==> src/rtl/apb4_master_bridge_if.sv <==
`timescale 1ns/1ps
`default_nettype none
// ============================================================================
//  Module   : apb4_master_bridge_if
//  Purpose  : Bundles the request/response command port and the APB4 bus
//             driven by apb4_master_bridge.
//  Signals  : req_*  - valid/ready request channel (addr, data, strb, prot)
//             rsp_*  - valid/ready response channel (rdata, err)
//             p*     - APB4 initiator signals
//  Modports : master - the bridge's view (drives req_ready, rsp_*, APB outputs)
//             slave  - the environment's view (requester plus APB completer)
//  Revision : 1.0 - initial release
// ============================================================================
interface apb4_master_bridge_if #(
  parameter int ADDR_WIDTH = 32,
  parameter int DATA_WIDTH = 32
);
  // Command request channel
  logic                    req_valid_i;
  logic                    req_ready_o;
  logic                    req_write_i;
  logic [ADDR_WIDTH-1:0]   req_addr_i;
  logic [DATA_WIDTH-1:0]   req_wdata_i;
  logic [DATA_WIDTH/8-1:0] req_strb_i;
  logic [2:0]              req_prot_i;
  // Command response channel
  logic                    rsp_valid_o;
  logic                    rsp_ready_i;
  logic [DATA_WIDTH-1:0]   rsp_rdata_o;
  logic                    rsp_err_o;
  // APB4 bus
  logic [ADDR_WIDTH-1:0]   paddr_o;
  logic [2:0]              pprot_o;
  logic                    psel_o;
  logic                    penable_o;
  logic                    pwrite_o;
  logic [DATA_WIDTH-1:0]   pwdata_o;
  logic [DATA_WIDTH/8-1:0] pstrb_o;
  logic                    pready_i;
  logic [DATA_WIDTH-1:0]   prdata_i;
  logic                    pslverr_i;

  modport master (
    input  req_valid_i, req_write_i, req_addr_i, req_wdata_i, req_strb_i, req_prot_i,
    output req_ready_o,
    output rsp_valid_o, rsp_rdata_o, rsp_err_o,
    input  rsp_ready_i,
    output paddr_o, pprot_o, psel_o, penable_o, pwrite_o, pwdata_o, pstrb_o,
    input  pready_i, prdata_i, pslverr_i
  );

  modport slave (
    output req_valid_i, req_write_i, req_addr_i, req_wdata_i, req_strb_i, req_prot_i,
    input  req_ready_o,
    input  rsp_valid_o, rsp_rdata_o, rsp_err_o,
    output rsp_ready_i,
    input  paddr_o, pprot_o, psel_o, penable_o, pwrite_o, pwdata_o, pstrb_o,
    output pready_i, prdata_i, pslverr_i
  );
endinterface
`default_nettype wire

==> src/rtl/apb4_master_bridge.sv <==
`timescale 1ns/1ps
`default_nettype none
// ============================================================================
//  Module   : apb4_master_bridge
//  Purpose  : Single-outstanding APB4 initiator. Each accepted command becomes
//             one SETUP + ACCESS transfer; the result is returned on the
//             response channel and held until consumed.
//  Ports    : pclk    - APB clock (only clock)
//             presetn - asynchronous active-low reset
//             bus     - apb4_master_bridge_if.master (command + APB4 signals)
//  Options  : APB4_MASTER_TIMEOUT_EN - when defined, an ACCESS phase that sees
//             TIMEOUT_CYCLES wait states is aborted with an error response.
//  Revision : 1.0 - initial release
// ============================================================================
module apb4_master_bridge #(
  parameter int ADDR_WIDTH     = 32,
  parameter int DATA_WIDTH     = 32,
  parameter int TIMEOUT_CYCLES = 255
) (
  input  logic                 pclk,
  input  logic                 presetn,
  apb4_master_bridge_if.master bus
);

  localparam int STRB_WIDTH = DATA_WIDTH / 8;

  typedef enum logic [1:0] {
    IDLE   = 2'd0,
    SETUP  = 2'd1,
    ACCESS = 2'd2,
    RESP   = 2'd3
  } state_e;

  state_e                  state_q, state_d;
  // Keeps req_ready_o low while in reset and until the first clock after
  // release, so no request is taken in the reset-release cycle.
  logic                    ready_en_q;

  logic                    write_q;
  logic [ADDR_WIDTH-1:0]   addr_q;
  logic [DATA_WIDTH-1:0]   wdata_q;
  logic [STRB_WIDTH-1:0]   strb_q;
  logic [2:0]              prot_q;

  logic [DATA_WIDTH-1:0]   rdata_q, rdata_d;
  logic                    err_q,   err_d;

  logic                    accept;
  logic                    timeout_hit;

  assign accept = (state_q == IDLE) && ready_en_q && bus.req_valid_i;

  // --------------------------------------------------------------------------
  // Optional ACCESS-phase watchdog
  // --------------------------------------------------------------------------
`ifdef APB4_MASTER_TIMEOUT_EN
  localparam int               CNT_W   = $clog2(TIMEOUT_CYCLES + 1);
  localparam logic [CNT_W-1:0] CNT_MAX = CNT_W'(TIMEOUT_CYCLES);

  logic [CNT_W-1:0] wait_cnt_q;

  // Cleared during SETUP so it starts at zero on the first ACCESS cycle;
  // counts ACCESS cycles in which the completer is still stalling.
  always_ff @(posedge pclk or negedge presetn) begin
    if (!presetn) begin
      wait_cnt_q <= '0;
    end else if (state_q == SETUP) begin
      wait_cnt_q <= '0;
    end else if ((state_q == ACCESS) && !bus.pready_i && !timeout_hit) begin
      wait_cnt_q <= wait_cnt_q + 1'b1;
    end
  end

  assign timeout_hit = (wait_cnt_q == CNT_MAX);
`else
  assign timeout_hit = 1'b0;
`endif

  // --------------------------------------------------------------------------
  // State and data registers
  // --------------------------------------------------------------------------
  always_ff @(posedge pclk or negedge presetn) begin
    if (!presetn) begin
      state_q    <= IDLE;
      ready_en_q <= 1'b0;
      write_q    <= 1'b0;
      addr_q     <= '0;
      wdata_q    <= '0;
      strb_q     <= '0;
      prot_q     <= '0;
      rdata_q    <= '0;
      err_q      <= 1'b0;
    end else begin
      state_q    <= state_d;
      ready_en_q <= 1'b1;
      rdata_q    <= rdata_d;
      err_q      <= err_d;
      if (accept) begin
        write_q <= bus.req_write_i;
        addr_q  <= bus.req_addr_i;
        wdata_q <= bus.req_wdata_i;
        // Reads never carry byte enables on APB4.
        strb_q  <= bus.req_write_i ? bus.req_strb_i : '0;
        prot_q  <= bus.req_prot_i;
      end
    end
  end

  // --------------------------------------------------------------------------
  // Next-state and response capture
  // --------------------------------------------------------------------------
  always_comb begin
    state_d = state_q;
    rdata_d = rdata_q;
    err_d   = err_q;
    case (state_q)
      IDLE: begin
        if (accept) begin
          state_d = SETUP;
        end
      end
      SETUP: begin
        state_d = ACCESS;
      end
      ACCESS: begin
        // A completer answering on the timeout cycle still wins.
        if (bus.pready_i) begin
          state_d = RESP;
          rdata_d = write_q ? '0 : bus.prdata_i;
          err_d   = bus.pslverr_i;
        end else if (timeout_hit) begin
          state_d = RESP;
          rdata_d = '0;
          err_d   = 1'b1;
        end
      end
      RESP: begin
        if (bus.rsp_ready_i) begin
          state_d = IDLE;
        end
      end
      default: begin
        state_d = IDLE;
      end
    endcase
  end

  // --------------------------------------------------------------------------
  // Outputs
  // --------------------------------------------------------------------------
  assign bus.req_ready_o = ready_en_q && (state_q == IDLE);

  assign bus.psel_o      = (state_q == SETUP) || (state_q == ACCESS);
  assign bus.penable_o   = (state_q == ACCESS);
  assign bus.paddr_o     = addr_q;
  assign bus.pwrite_o    = write_q;
  assign bus.pwdata_o    = wdata_q;
  assign bus.pstrb_o     = strb_q;
  assign bus.pprot_o     = prot_q;

  assign bus.rsp_valid_o = (state_q == RESP);
  assign bus.rsp_rdata_o = rdata_q;
  assign bus.rsp_err_o   = err_q;

endmodule
`default_nettype wire
==> src/flat_wrapper.sv <==
// flat-port wrapper written by rule: the top's interface ports become plain ports
module apb4_master_bridge_flat 
#(
  parameter int ADDR_WIDTH     = 32,
  parameter int DATA_WIDTH     = 32,
  parameter int TIMEOUT_CYCLES = 255
)
  (pclk, presetn, bus_req_valid_i, bus_req_write_i, bus_req_addr_i, bus_req_wdata_i, bus_req_strb_i, bus_req_prot_i, bus_req_ready_o, bus_rsp_valid_o, bus_rsp_rdata_o, bus_rsp_err_o, bus_rsp_ready_i, bus_paddr_o, bus_pprot_o, bus_psel_o, bus_penable_o, bus_pwrite_o, bus_pwdata_o, bus_pstrb_o, bus_pready_i, bus_prdata_i, bus_pslverr_i);
  apb4_master_bridge_if #(.ADDR_WIDTH(ADDR_WIDTH), .DATA_WIDTH(DATA_WIDTH)) bus_i ();
  input  logic pclk;
  input  logic presetn;
  input wire logic [$bits(bus_i.req_valid_i)-1:0] bus_req_valid_i;
  input wire logic [$bits(bus_i.req_write_i)-1:0] bus_req_write_i;
  input wire logic [$bits(bus_i.req_addr_i)-1:0] bus_req_addr_i;
  input wire logic [$bits(bus_i.req_wdata_i)-1:0] bus_req_wdata_i;
  input wire logic [$bits(bus_i.req_strb_i)-1:0] bus_req_strb_i;
  input wire logic [$bits(bus_i.req_prot_i)-1:0] bus_req_prot_i;
  output wire logic [$bits(bus_i.req_ready_o)-1:0] bus_req_ready_o;
  output wire logic [$bits(bus_i.rsp_valid_o)-1:0] bus_rsp_valid_o;
  output wire logic [$bits(bus_i.rsp_rdata_o)-1:0] bus_rsp_rdata_o;
  output wire logic [$bits(bus_i.rsp_err_o)-1:0] bus_rsp_err_o;
  input wire logic [$bits(bus_i.rsp_ready_i)-1:0] bus_rsp_ready_i;
  output wire logic [$bits(bus_i.paddr_o)-1:0] bus_paddr_o;
  output wire logic [$bits(bus_i.pprot_o)-1:0] bus_pprot_o;
  output wire logic [$bits(bus_i.psel_o)-1:0] bus_psel_o;
  output wire logic [$bits(bus_i.penable_o)-1:0] bus_penable_o;
  output wire logic [$bits(bus_i.pwrite_o)-1:0] bus_pwrite_o;
  output wire logic [$bits(bus_i.pwdata_o)-1:0] bus_pwdata_o;
  output wire logic [$bits(bus_i.pstrb_o)-1:0] bus_pstrb_o;
  input wire logic [$bits(bus_i.pready_i)-1:0] bus_pready_i;
  input wire logic [$bits(bus_i.prdata_i)-1:0] bus_prdata_i;
  input wire logic [$bits(bus_i.pslverr_i)-1:0] bus_pslverr_i;
  assign bus_i.req_valid_i = bus_req_valid_i;
  assign bus_i.req_write_i = bus_req_write_i;
  assign bus_i.req_addr_i = bus_req_addr_i;
  assign bus_i.req_wdata_i = bus_req_wdata_i;
  assign bus_i.req_strb_i = bus_req_strb_i;
  assign bus_i.req_prot_i = bus_req_prot_i;
  assign bus_req_ready_o = bus_i.req_ready_o;
  assign bus_rsp_valid_o = bus_i.rsp_valid_o;
  assign bus_rsp_rdata_o = bus_i.rsp_rdata_o;
  assign bus_rsp_err_o = bus_i.rsp_err_o;
  assign bus_i.rsp_ready_i = bus_rsp_ready_i;
  assign bus_paddr_o = bus_i.paddr_o;
  assign bus_pprot_o = bus_i.pprot_o;
  assign bus_psel_o = bus_i.psel_o;
  assign bus_penable_o = bus_i.penable_o;
  assign bus_pwrite_o = bus_i.pwrite_o;
  assign bus_pwdata_o = bus_i.pwdata_o;
  assign bus_pstrb_o = bus_i.pstrb_o;
  assign bus_i.pready_i = bus_pready_i;
  assign bus_i.prdata_i = bus_prdata_i;
  assign bus_i.pslverr_i = bus_pslverr_i;
  apb4_master_bridge #(.ADDR_WIDTH(ADDR_WIDTH), .DATA_WIDTH(DATA_WIDTH), .TIMEOUT_CYCLES(TIMEOUT_CYCLES)) u_core (.pclk(pclk), .presetn(presetn), .bus(bus_i));
endmodule
==> config.mk <==
export PLATFORM = sky130hd
export DESIGN_NAME = apb4_master_bridge_flat
export DESIGN_NICKNAME = d
export VERILOG_FILES = /design/src/rtl/apb4_master_bridge_if.sv /design/src/rtl/apb4_master_bridge.sv /design/src/flat_wrapper.sv
export SDC_FILE = /design/constraint.sdc
export NUM_CORES = 1
export LEC_CHECK = 0
export BUFFER_PORTS_ARGS = -buffer_cell sky130_fd_sc_hd__buf_4
export CAP_MARGIN = 10
export CORE_ASPECT_RATIO = 0.6
export CORE_MARGIN = 1.5
export CORE_UTILIZATION = 47
export CTS_BUF_LIST = sky130_fd_sc_hd__clkbuf_4
export DETAILED_ROUTE_END_ITERATION = 10
export PLACE_DENSITY = 0.94
export SLEW_MARGIN = 10
export SYNTH_ARGS = -nofsm -noshare
export SYNTH_HDL_FRONTEND = slang
export SYNTH_SLANG_ARGS = --single-unit
export TNS_END_PERCENT = 100
==> constraint.sdc <==
create_clock -name pclk -period 2.1 [get_ports pclk]
set_clock_uncertainty 0.2 [all_clocks]
set_input_delay 0.21 -clock pclk [delete_from_list [all_inputs] [get_ports pclk]]
set_output_delay 0.21 -clock pclk [all_outputs]
set_load 0.01 [all_outputs]
==> results by group <==
Placement
  – PortBufs: 218
  – Routability congestion estimate: 0.750
  – DP Area: 6010 um2
  – Dpl hpwl: 7.59 mm

STA
  – Fin Setup TNS: 0 ns
  – Fin crit share: 91.4%
  – Slew margin rel.: 61.6%
  – Max-slew violations: 0
  – RSZ-0062 raised after global routing: false
  – Final hold violations: 0
  – # setup viols final: 0
  – Min cycle time layout: 1.92 ns
  – FMAX: 521 MHz
  – Least-Margin Pin Slew: 0.576 ns

Critical path
  – Worst Path Buf+Inv: 2
  – Top cell family by delay on the critical path: flip-flops
  – CP Data Required Time: 1.69 ns
  – R2R cell count: 4
  – Critical path launch point type: register
  – Worst Path Arrival: 1.51 ns
  – Crit Reg-Reg Endpoint: u_core.state_q[1]$_DFFE_PN0P_
  – Slowest cell on crit path: dfrtp_1
  – Crit path kind: reg -> out
  – Worst reg-to-reg setup slack: 0.20 ns
  – CP cell instances: inv_1 -> ha_1 -> and2_1 -> buf_4
  – Worst stage delay on the critical path: 0.42 ns
  – Worst r2r src: u_core.state_q[0]$_DFFE_PN0P_
  – Critical path endpoint category: output pin
  – Worst-path fanout max: 4

Global routing
  – Global Route Usage Sum: 29.2%
  – Remaining Overflow, GRT: 0
  – Vias in the first global route: 4150
  – Pin count of the biggest net entering global routing: 109
  – Initial antenna violation count: 1
  – First-pass GRT wire length: 21.7 mm

Power and ir drop
  – Peak VDD IR: 0.773 mV
  – Cell leakage power: 3.56 nW
  – Power Density: 1250 nW/um2

Logic synthesis
  – Synth cell types: 19
  – Seq/Total Area, Yosys: 63.8%
  – Cell area after synthesis: 4240 um2
  – Cells after Synth: 320
  – Flops & latches, synth: 108
  – Mean area per synthesized cell: 13.2 um2
  – Synth Warn #: 0
  – Syn Nets: 434

Layout
  – Area of the multi-input gates: 1430 um2
  – Post-route cell area: 7260 um2
  – Area Growth Syn to Fin: 71.2%
  – Fin util: 84.2%
  – Fill count: 414
  – Nets: 763
  – Share of post-route cells with drive strength above 1: 47.3%
  – Register area: 2700 um2

Detailed routing
  – Met2 Wirelength: 7.34 mm
  – DRC: 0
  – Pre-antenna DRT Iters: 4
  – Top sig layer: met4
  – Total wire length: 13.7 mm
  – Vias: 3795
  – Vias per inst: 4.95
  – DR WL/cell: 17.9 um
  – 1st-iter DRT viols: 137
  – Met1 WL: 4.96 mm
  – ANT nets after route: 0
  – Routed wl met3: 995 um

Clock network
  – Clk_lat worst skew: 0.44 ns
  – Clock net sink count: 108
  – Clock Pin Slew Worst Setup and Hold Paths: 0.15 ns
  – CTS tree: yes
  – Clock Tree Buf Depth: 2
  – CTS buffer count: 9
  – Root Driver: clkbuf_4
  – H-tree levels: 3

Flow run
  – Max_cap viols: 0

Die
  – # rows: 26
  – Die height: 76.6 um
  – Die Wd: 126 um
  – Total core area: 8620 um2
  – IO Count: 219
  – Die Area: 9620 um2
  – Starting density of the core: 49.2%

Outcome
  – Status: finished clean

Worst hold path
  – Hold/Removal Path Class: in -> async
==> sequential cells by signal, summed over array words and instances (netlist names) <==
signal	count
u_core.bus.rsp_err_o	1
u_core.state_q	2
u_core.bus.paddr_o	32
u_core.bus.rsp_rdata_o	32
u_core.ready_en_q	1
u_core.bus.pwdata_o	32
u_core.bus.pprot_o	3
u_core.bus.pwrite_o	1
u_core.bus.pstrb_o	4
==> per-stage QoR <==
step,hold WS (ns),instances,setup WS [ns],power (mW)
6_report,0.142,766,0.181,9.05
5_1_grt,0.234,766,0.0489,9.56
4_1_cts,0.150,765,0.0449,8.89
3_3_place_gp,0.118,637,0.338,7.57
2_1_floorplan,-0.286,320,0.323,5.52
3_5_place_dp,0.126,637,0.215,7.80
==> where the power goes <==
part           internal [mW]  switching, mW
sequential              3.10          0.716
combinational           2.44           1.88
clock                  0.256          0.665
==> layout by cell type (no fill, tap or decap) <==
cell type / count
buf_4: 219
dlygate4sd3_1: 113
dfrtp_1: 107
mux2_2: 69
nand2_1: 42
o21ai_0: 36
nand2b_1: 32
clkbuf_4: 10
inv_1: 4
ha_1: 4
buf_12: 4
clkinvlp_4: 2
diode_2: 1
and2_1: 1
nand3_4: 1
nor2_1: 1
a222oi_1: 1
mux2i_1: 1
mux2_1: 1
clkinv_2: 1
inv_6: 1
clkinv_4: 1
dfrtp_2: 1
conb_1: 1
==> layer usage <==
| layer | up-vias | track usage, % |
|---|---|---|
| li1 | 1718 | - |
| met1 | 1851 | 31.7 |
| met2 | 192 | 55.0 |
| met3 | 34 | 7.72 |
| met4 | 0 | 10.2 |
| met5 | - | 0 |
==> area by class of cell <==
class	instances	area share, %
multi-input combinational	190	19.7
clock inverter	5	0.517
inverter	4	0.207
timing repair buffer	336	39.3
antenna	1	0.0345
tap	112	1.93
sequential	108	37.3
clock buffer	10	1.03
==> tightest hold or removal path: stages <==
cell           delay [ns]
dlygate4sd3_1        0.54
buf_4                0.12
buf_12               0.38
==> cell families after synthesis <==
logic type,synth area share [%]
mux,18.8
other cells,0.0885
simple gates,8.80
flops,63.8
buf+inv,2.86
compound gates,4.49
fa+ha+maj,1.18
==> cells in the mapped netlist, drive strengths merged <==
| cell | number | area (um2) |
|---|---|---|
| dfrtp | 108 | 2700 |
| mux2 | 70 | 788 |
| nand2 | 42 | 158 |
| o21ai | 36 | 180 |
| nand2b | 32 | 200 |
| buf | 10 | 76.3 |
| clkbuf | 8 | 30.0 |
| ha | 4 | 50.1 |
| inv | 4 | 15.0 |
| a222oi | 1 | 10.0 |
| and2 | 1 | 6.26 |
| conb | 1 | 3.75 |
| mux2i | 1 | 10.0 |
| nand3 | 1 | 5.00 |
| nor2 | 1 | 3.75 |
==> how the worst max path moves through the flow <==
stage / from / endpoint / slack, ns / cells past startpoint
6_report: u_core.state_q[0]$_DFFE_PN0P_ / bus_req_ready_o / 0.18 / 4
5_1_grt: u_core.state_q[0]$_DFFE_PN0P_ / bus_req_ready_o / 0.05 / 4
4_1_cts: u_core.bus.pwrite_o$_DFFE_PN0P_ / bus_pwrite_o / 0.04 / 1
3_5_place_dp: u_core.state_q[0]$_DFFE_PN0P_ / u_core.state_q[1]$_DFFE_PN0P_ / 0.21 / 4
3_3_place_gp: u_core.state_q[0]$_DFFE_PN0P_ / u_core.state_q[1]$_DFFE_PN0P_ / 0.34 / 4
2_1_floorplan: u_core.state_q[0]$_DFFE_PN0P_ / u_core.state_q[1]$_DFFE_PN0P_ / 0.32 / 4
==> repair_timing <==
action                     CTS  global route
hold buffers               113             0
buffers inserted             0             0
setup endpoints to repair    0             1
hold endpoints to repair   214             0
gates resized for setup      0             1
Note: power is estimated with default switching activity, not from simulation.
